<file path="config.mk">
export PLATFORM = sky130hd
export DESIGN_NAME = data_mem_ctrl
export DESIGN_NICKNAME = d
export VERILOG_FILES = /design/src/rtl/cpu_pkg.sv /design/src/rtl/data_mem_ctrl.sv
export SDC_FILE = /design/constraint.sdc
export NUM_CORES = 1
export LEC_CHECK = 0
export CORE_MARGIN = 5
export CORE_UTILIZATION = 45
export DETAILED_ROUTE_END_ITERATION = 10
export PLACE_DENSITY_LB_ADDON = 0.1
export SYNTH_ARGS = -nofsm -noshare
export SYNTH_HDL_FRONTEND = slang
export SYNTH_SLANG_ARGS = --single-unit
export TNS_END_PERCENT = 1
</file>
<file path="constraint.sdc">
create_clock -name clk -period 7.15 [get_ports clk]
set_input_delay 0.715 -clock clk [delete_from_list [all_inputs] [get_ports clk]]
set_output_delay 0.715 -clock clk [all_outputs]
set_load 0.01 [all_outputs]
</file>
<file path="src/rtl/cpu_pkg.sv">
// Shared CPU definitions: data-memory controller state encoding and word geometry.
package cpu_pkg;

  localparam int D_WORD     = 32;
  localparam int BYTE_W     = 8;
  localparam int WORD_BYTES = D_WORD / BYTE_W;

  typedef enum logic [1:0] {
    IDLE  = 2'd0,
    XFER  = 2'd1,
    DRAIN = 2'd2,
    DONE  = 2'd3
  } dmem_state_t;

endpackage

</file>
<file path="src/rtl/data_mem_ctrl.sv">
// Serves 32-bit little-endian word reads/writes from the pipeline against a byte-wide
// synchronous SRAM, one byte per cycle, stalling the pipeline until the access completes.
module data_mem_ctrl
  import cpu_pkg::*;
#(
  parameter int ADDR_W = 16
) (
  input  logic              clk,
  input  logic              rst,
  input  logic              mem_read,
  input  logic              mem_write,
  input  logic [31:0]       mem_addr,
  input  logic [31:0]       mem_data_wr,
  output logic [31:0]       mem_data_rd,
  output logic              mem_busy,
  output logic              mem_done,
  output logic              mem_error,
  output logic [ADDR_W-1:0] sram_addr,
  output logic              sram_we,
  output logic [7:0]        sram_wdata,
  input  logic [7:0]        sram_rdata
);

  localparam int IDX_W = $clog2(WORD_BYTES);
  localparam logic [IDX_W-1:0] LAST_IDX = IDX_W'(WORD_BYTES - 1);

  dmem_state_t               state_r;
  dmem_state_t               state_s;
  logic [IDX_W-1:0]          idx_r;
  logic [IDX_W-1:0]          prev_idx_s;
  logic [ADDR_W-1:0]         addr_r;
  logic [D_WORD-1:0]         data_r;
  logic                      is_wr_r;
  logic                      err_r;
  logic [D_WORD-BYTE_W-1:0]  asm_r;
  logic [D_WORD-1:0]         rd_r;
  logic                      req_s;
  logic                      req_err_s;
  logic [32:0]               end_addr_s;

  // 33-bit end address so requests near 0xFFFF_FFFF are rejected instead of wrapping
  assign end_addr_s = {1'b0, mem_addr} + 33'(WORD_BYTES - 1);
  assign req_s      = mem_read | mem_write;
  assign req_err_s  = (mem_read & mem_write) | (|end_addr_s[32:ADDR_W]);
  assign prev_idx_s = idx_r - IDX_W'(1);

  // Next-state decode
  always_comb begin
    state_s = state_r;
    case (state_r)
      IDLE: begin
        if (req_s) begin
          state_s = req_err_s ? DONE : XFER;
        end else begin
          state_s = IDLE;
        end
      end
      XFER: begin
        if (idx_r == LAST_IDX) begin
          state_s = is_wr_r ? DONE : DRAIN;
        end else begin
          state_s = XFER;
        end
      end
      DRAIN:   state_s = DONE;
      DONE:    state_s = IDLE;
      default: state_s = IDLE;
    endcase
  end

  // State, request latch, byte index and read assembly
  always_ff @(posedge clk or posedge rst) begin
    if (rst) begin
      state_r <= IDLE;
      idx_r   <= '0;
      addr_r  <= '0;
      data_r  <= '0;
      is_wr_r <= 1'b0;
      err_r   <= 1'b0;
      asm_r   <= '0;
      rd_r    <= '0;
    end else begin
      state_r <= state_s;
      case (state_r)
        IDLE: begin
          if (req_s) begin
            addr_r  <= mem_addr[ADDR_W-1:0];
            data_r  <= mem_data_wr;
            is_wr_r <= mem_write;
            err_r   <= req_err_s;
            idx_r   <= '0;
          end
        end
        XFER: begin
          idx_r <= idx_r + IDX_W'(1);
          // SRAM answers one cycle late: the byte on sram_rdata belongs to idx_r-1
          if (!is_wr_r && (idx_r != '0)) begin
            for (int b = 0; b < WORD_BYTES - 1; b++) begin
              if (prev_idx_s == IDX_W'(b)) begin
                asm_r[BYTE_W*b +: BYTE_W] <= sram_rdata;
              end
            end
          end
        end
        DRAIN: begin
          rd_r <= {sram_rdata, asm_r};
        end
        DONE: begin
          err_r <= 1'b0;
        end
        default: begin
          idx_r <= '0;
        end
      endcase
    end
  end

  // Pipeline-side handshake and SRAM drive, decoded from state
  always_comb begin
    mem_busy   = 1'b0;
    mem_done   = 1'b0;
    mem_error  = 1'b0;
    sram_addr  = '0;
    sram_we    = 1'b0;
    sram_wdata = 8'h00;
    case (state_r)
      IDLE:  mem_busy = req_s;
      XFER: begin
        mem_busy  = 1'b1;
        sram_addr = addr_r + ADDR_W'(idx_r);
        if (is_wr_r) begin
          sram_we    = 1'b1;
          sram_wdata = data_r[BYTE_W*idx_r +: BYTE_W];
        end else begin
          sram_we    = 1'b0;
        end
      end
      DRAIN: mem_busy = 1'b1;
      DONE: begin
        mem_done  = 1'b1;
        mem_error = err_r;
      end
      default: mem_busy = 1'b0;
    endcase
  end

  assign mem_data_rd = rd_r;

endmodule

</file>
# Yosys cells after proc, flatten, opt, wreduce, memory -nomap -nowiden
# Cells that the tools add are included.
# op_classes
add_sub_neg,4
eq_ne,7
shift,1
muxes,17
bitwise,3
reduce_logical,15
# op_table
cell,count
adder 32 x 2 -> 33 bit (second input constant),1
variable part select 32 x 6 -> 8 bit,1
OR reduction 17 bit,1
adder 16 x 2 -> 16 bit,1
2-to-1 mux 16 bit,1
2-to-1 mux 8 bit,2
AND reduction 3 bit,3
equality test 2 bit (second input constant),4
2-to-1 mux 2 bit,4
one-hot mux 2 bit (4 select lines),1
2-to-1 mux 1 bit,6
AND reduction 2 bit,3
nonzero test 2 bit,3
equality test 2 x 1 -> 1 bit (second input constant),2
logical NOT 2 bit,2
one-hot mux 1 bit (2 select lines),2
one-hot mux 2 bit (2 select lines),1
adder 2 x 1 -> 2 bit (second input constant),1
inequality test 2 bit (second input constant),1
OR 1 bit,2
OR reduction 2 bit,1
subtractor 2 x 1 -> 2 bit (second input constant),1
AND 1 bit,1
logical AND 1 bit,1
logical NOT 1 bit,1
# word_totals
regBits,110
input_bits,76
output_inout_bits,60
word_cells,57

# Logic depth before layout (Yosys ltp)
# Gate-level depths: netlist of run 1.
# depth
word_depth,6
depth_mapped,7
depth_no_buf,7

# Worst setup path after synthesis of run 1
# OpenSTA, ideal clock, no wires.
# synth_timing
path_type,flip-flop to output port
startpoint,reg idx_r[0]
endpoint,out sram_addr[12]
arrival_ns,1.609
required_ns,6.435
setup_slack_ns,4.826
path_stages_with_launch,8
path_buffers,0
cell_sequence,dfrtp_1 -> ha_1 -> fa_1 -> nand3_1 -> nor2_1 -> nand2_1 -> xnor2_1 -> and2_1
# synth_between
elab_chain_cells,2
# synth_lines
item,line_no,rtl
from (decl),data_mem_ctrl.sv:29,logic [IDX_W-1:0] idx_r;
from (signal assigned),data_mem_ctrl.sv:95,idx_r <= idx_r + IDX_W'(1);
adder 16 x 2 -> 16 bit,data_mem_ctrl.sv:130,sram_addr = addr_r + ADDR_W'(idx_r);
2-to-1 mux 16 bit,data_mem_ctrl.sv:126,case (state_r)
to (decl),data_mem_ctrl.sv:18,"output logic [ADDR_W-1:0] sram_addr,"
# No other way between the ends.

# Worst setup path in the final report of run 1
# layout_timing
startpoint,in mem_write
endpoint,out mem_busy
# layout_between
elab_chain_cells,2
# layout_lines
item,line_no,rtl
from (decl),data_mem_ctrl.sv:11,"input logic mem_write,"
OR 1 bit,data_mem_ctrl.sv:43,assign req_s = mem_read | mem_write;
one-hot mux 1 bit (2 select lines),data_mem_ctrl.sv:126,
to (decl),data_mem_ctrl.sv:15,"output logic mem_busy,"
# No other way between the ends.

==> impl_metrics.yaml, run 1 <==
floorplanning:
  die_y_um: 117
  core_area_sq_um: 11400
  initial_core_util: 0.456
  die_w_um: 117
  row_count: 39
  io_pins: 136
  dieArea_sq_um: 13800
run:
  drv_cap: 0
clocking:
  clock_sinks: 110
  clock_path_buffers: 2
  cts_made_buffers: 9
  cts_hold_buf: 0
  ctsResizeCount: 0
  postCtsSetupBuffers: 0
  cts_tree: "built"
  clkLatencyLatePin_ps: 340
  cts-root-buf: "clkbuf_16"
  cts-htree-levels: 3
  clkTransAtPathRegs_ps: 70
run_status:
  status: "complete, no violations"
sta:
  post-route-period-util: 0.525
  skew_ps: 3.84
  setup-violations-final: 0
  slew_headroom: 0.262
  fin_tns_setup_ps: 0
  worst_slew_pin_slew_ps: 1100
  rsz0062_at_grt: "false"
  slew_violations: 0
  finalHoldViolations: 0
  fmaxAchievable_mhz: 266
  period_minus_slack_ps: 3750
final_layout:
  fin_nets: 702
  antenna_cells: 0
  layout-drive-gt1-share: 0.148
  instances_no_fill: 763
  area_growth_pct: 34.2
drt:
  via_per_inst: 5.04
  via_count: 3846
  dr.pass1.iters: 4
  drt_iter0_markers: 191
  route.detailed.drc: 0
  drt.antenna.violating_nets: 0
  drt-total-wl_mm: 11.4
  post_drt_wl_per_cell_um: 15.0
worst_setup_path:
  critical_path.max_fanout: 52
  startpoint_type: "primary input"
  crit_arrival_ps: 3040
  worstRegToRegCells: 5
  worstPathRequired_ps: 6430
  end_kind: "primary output"
  criticalPathCategory: "primary input to primary output"
synthesis:
  synth_top_family_by_area: "simple AND/OR/NAND/NOR gates"
  ys.flop_type: "dfrtp_1"
  synthCells: 489
  async_reset_ff_frac: 1.00
  synth-simple-area-share: 0.204
  synth_compound_area_frac: 0.0275
  yosys_register_bits: 110
  yosys_warnings: 0
  ys_seq_area_frac: 0.531
  synthesis.nets: 576
  synth_xor_area_frac: 0.0254
  synth.area.mux_share: 0.158
  synth-edff-count: 0
  synthAdderAreaFrac: 0.0280
  synth.distinct_cells: 41
  syn_avg_cell_area_sq_um: 10.6
  synth_area_sq_um: 5180
global_route:
  grt_pass1_vias: 4060
  grt_pass1_wl_mm: 19.8
  overflow: 0
  antenna_found_initial: 0
  grt_usage: 0.173
  grt_max_degree: 58
placement:
  hpwl_mm: 8.38
  routabilityCongestion: 0.842
  portBuffers: 135
  placed_cells: 747
min_path:
  whs_path_depth: 2
  hold_class: "flop to flop"
power_and_ir_drop:
  p_per_area_nw_per_um2: 394
  ir_drop_mv: 0.271
  p_leak_nw: 3.19
[sequential cells by signal, summed over array words and instances (netlist names)]
name / count
state_r: 2
is_wr_r: 1
idx_r: 2
addr_r: 16
err_r: 1
mem_data_rd: 32
asm_r: 24
data_r: 32
[placed cells by master (no fill, tap or decap), types with 3 or more instances in the layout]
cell type        Yosys  layout
mux2_2              56      56
nor2_1              11      11
mux4_2               8       8
xor2_1               5       5
clkdlybuf4s50_1      0     135
and2_1              29      29
nand2_1            161     161
nand4_1              6       6
clkbuf_16            0       9
nor3_1               4       4
xnor2_1             10      10
nand3_1             13      13
inv_1                7       6
dfrtp_1            110     110
a21oi_1              4       4
o21ai_0              5       5
buf_4                0       3
ha_1                10      10
[final timing paths]
path,from,endpoint,slack [ps]
max in group asynchronous,rst,mem_data_rd[9],5160
worst min-delay path,data_r[19],data_r[19],470
min in group asynchronous,rst,mem_data_rd[2],800
worst max-delay path,mem_write,mem_busy,3400
worst min register to register,data_r[19],data_r[19],470
worst max register to register,idx_r[0],asm_r[23],4760
[cell usage after synthesis (2+ instances only)]
master / number / area [sq um]
ha_1: 10 / 125
dfrtp_1: 110 / 2750
clkbuf_1: 15 / 56.3
xor2_1: 5 / 43.8
and4_2: 2 / 20.0
buf_2: 7 / 35.0
xnor2_1: 10 / 87.6
a21oi_1: 4 / 20.0
nor3_1: 4 / 20.0
and3_1: 2 / 12.5
o21ai_0: 5 / 25.0
a31oi_1: 2 / 12.5
nor2_1: 11 / 41.3
mux2_2: 56 / 631
nor3_2: 2 / 20.0
nand2_1: 161 / 604
nand3_1: 13 / 65.1
and2_1: 29 / 181
nand4_1: 6 / 37.5
inv_1: 7 / 26.3
mux4_2: 8 / 180
[per-layer routing]
metal | part of all wire | track usage | vias up | wire, um
met5 | 0 | 0 | - | 0
li1 | - | - | 1883 | -
met1 | 0.46 | 0.232 | 1856 | 5250
met2 | 0.48 | 0.279 | 100 | 5500
met4 | 0.0068 | 0.0457 | 0 | 78
met3 | 0.051 | 0.0448 | 7 | 581
[power by group]
| group | internal, mW | switching [mW] |
|---|---|---|
| clock network | 0.284 | 0.223 |
| logic | 0.634 | 0.506 |
| registers | 0.898 | 0.195 |
| total | 1.82 | 0.924 |
[cell families (layout without fill, tap and decap cells)]
kind of cell,after synthesis,after routing
AOI/OAI and AO/OA,21,21
DFF,110,110
buffers and inverters,30,161
and+or+nand+nor,237,237
muxes,65,65
adders and majority gates,11,11
xor gates and xnor gates,15,15
[critical path: stages]
cell	delay [ps]
clkdlybuf4s50_1	600
nor2_1	120
nor2_4	840
nor2_1	70
nor2_1	140
clkdlybuf4s50_1	550
[final cells by class]
cell class	instances	area, sq um
clock inverter	6	68.8
clock buffer	10	239
tap	143	179
inverter	7	28.8
multi-input combinational	349	2310
timing repair buffer	138	1370
sequential	110	2750
fill	946	4420
[metrics by stage]
step	area, sq um	util	setup WS (ps)	power (mW)	hold WS [ps]
after floorplan	5180	-	3530	1.76	440
after global placement	6650	0.584	3450	2.22	453
after detailed placement	6650	0.584	3390	2.26	457
after CTS	6950	0.612	3360	2.78	474
after global routing	6950	0.612	3160	2.95	498
final	6950	0.612	3400	2.74	474
Power figures use the tool's default switching activity.
==> run 2: changes to the inputs <==
Clock period 7.15 ns to 3.5 ns, I/O delays scaled along.
==> run 2 against run 1 <==
Net effect:
- utilization increased by 0.37 points
- critical path depth increased by 2
- die area unchanged
- clock skew increased by 3.5 ps
- clock power increased by 100%
- non-clock buffer count increased by 4
- first-iteration DRC count increased by 9.9%
- combinational power increased by 110%
==> impl_metrics.yaml, run 2 (same netlist as run 1, synthesis figures left out) <==
run_status:
  status: "complete, no violations"
clocking:
  clkLatencyLatePin_ps: 340
  cts_tree: "built"
  postCtsSetupBuffers: 0
  cts_hold_buf: 0
  cts-htree-levels: 3
  clkTransAtPathRegs_ps: 70
  cts_made_buffers: 9
  clock_sinks: 110
  cts-root-buf: "clkbuf_16"
  clock_path_buffers: 2
  ctsResizeCount: 0
sta:
  rsz0062_at_grt: "false"
  post-route-period-util: 0.835
  period_minus_slack_ps: 2920
  slew_headroom: 0.508
  fin_hold_ws_ps: 471
  slew_violations: 0
  worst_slew_pin_slew_ps: 739
  fmaxAchievable_mhz: 342
  setup-violations-final: 0
  finalHoldViolations: 0
  skew_ps: 7.35
  fin_tns_setup_ps: 0
power_and_ir_drop:
  ir_drop_mv: 0.447
  p_leak_nw: 3.21
  p_per_area_nw_per_um2: 805
worst_setup_path:
  worstRegToRegCells: 6
  crit_arrival_ps: 2570
  startpoint_type: "flop"
  criticalPathCategory: "flop to primary output"
  worstPathRequired_ps: 3150
  end_kind: "primary output"
  critical_path.max_fanout: 5
drt:
  dr.pass1.iters: 4
  drt.antenna.violating_nets: 0
  via_count: 3902
  drt-total-wl_mm: 11.6
  post_drt_wl_per_cell_um: 15.1
  drt_iter0_markers: 210
  via_per_inst: 5.09
  route.detailed.drc: 0
final_layout:
  layout-drive-gt1-share: 0.154
  fin_nets: 706
  final-seq-area_sq_um: 2750
  antenna_cells: 0
  final_cell_mix: "nand2_1 (161), clkdlybuf4s50_1 (135), dfrtp_1 (110)"
  multi_input_area_sq_um: 2310
  final_common_cell: "nand2_1"
  instances_no_fill: 767
  final_area_sq_um: 7000
  area_growth_pct: 35.0
  fill_cells: 995
min_path:
  hold_class: "flop to flop"
  whs_path_depth: 2
global_route:
  antenna_found_initial: 0
  grt_pass1_vias: 4063
  overflow: 0
  grt_usage: 0.169
  grt_pass1_wl_mm: 19.6
  grt_max_degree: 62
floorplanning:
  dieArea_sq_um: 13800
  die_y_um: 117
  die_w_um: 117
  initial_core_util: 0.456
  io_pins: 136
  row_count: 39
  core_area_sq_um: 11400
placement:
  place_area_sq_um: 6690
  portBuffers: 135
  placed_cells: 751
  hpwl_mm: 8.61
  routabilityCongestion: 0.822
run:
  drv_cap: 0
## run 2: final timing paths
kind,startpoint,to,slack (ps)
max,idx_r[0],sram_addr[12],580
min,data_r[16],data_r[16],470
max reg2reg,idx_r[0],asm_r[22],1330
min reg2reg,data_r[16],data_r[16],470
max in group asynchronous,rst,addr_r[3],2270
min in group asynchronous,rst,mem_data_rd[2],490
## run 2: report_power, final
part           switching (mW)  total (mW)  internal, mW
combinational            1.08        2.39          1.31
sequential              0.365        2.20          1.84
clock                   0.458        1.04         0.581
## run 2: per-stage QoR
| stage | util | setup WS (ps) | total power, mW |
|---|---|---|---|
| floorplan | - | 248 | 3.60 |
| global placement | 0.588 | 1020 | 4.57 |
| detailed placement | 0.588 | 936 | 4.66 |
| CTS | 0.615 | 565 | 5.71 |
| global route | 0.615 | 468 | 6.05 |
| finish | 0.615 | 577 | 5.63 |
## run 2: cell type report
cell class,instances,area share
clock inverter,6,0.00984
sequential,110,0.393
clock buffer,10,0.0342
inverter,7,0.00411
multi-input combinational,349,0.330
tap,143,0.0256
timing repair buffer,142,0.202
## run 2: metal layers
metal	up-vias	global-route usage	wire length (um)	share of wire
li1	1891	-	-	-
met1	1895	0.221	5190	0.45
met2	108	0.284	5670	0.49
met3	8	0.0443	617	0.053
met4	0	0.0392	90	0.0078
met5	-	0	0	0
## run 2: worst max-delay path: stages, from the launching register on
cell	delay (ps)
dfrtp_1	380
ha_1	230
fa_1	460
nand3_1	170
nor2_1	80
nand2_1	90
xnor2_1	130
and2_1	150
clkdlybuf4s50_1	530
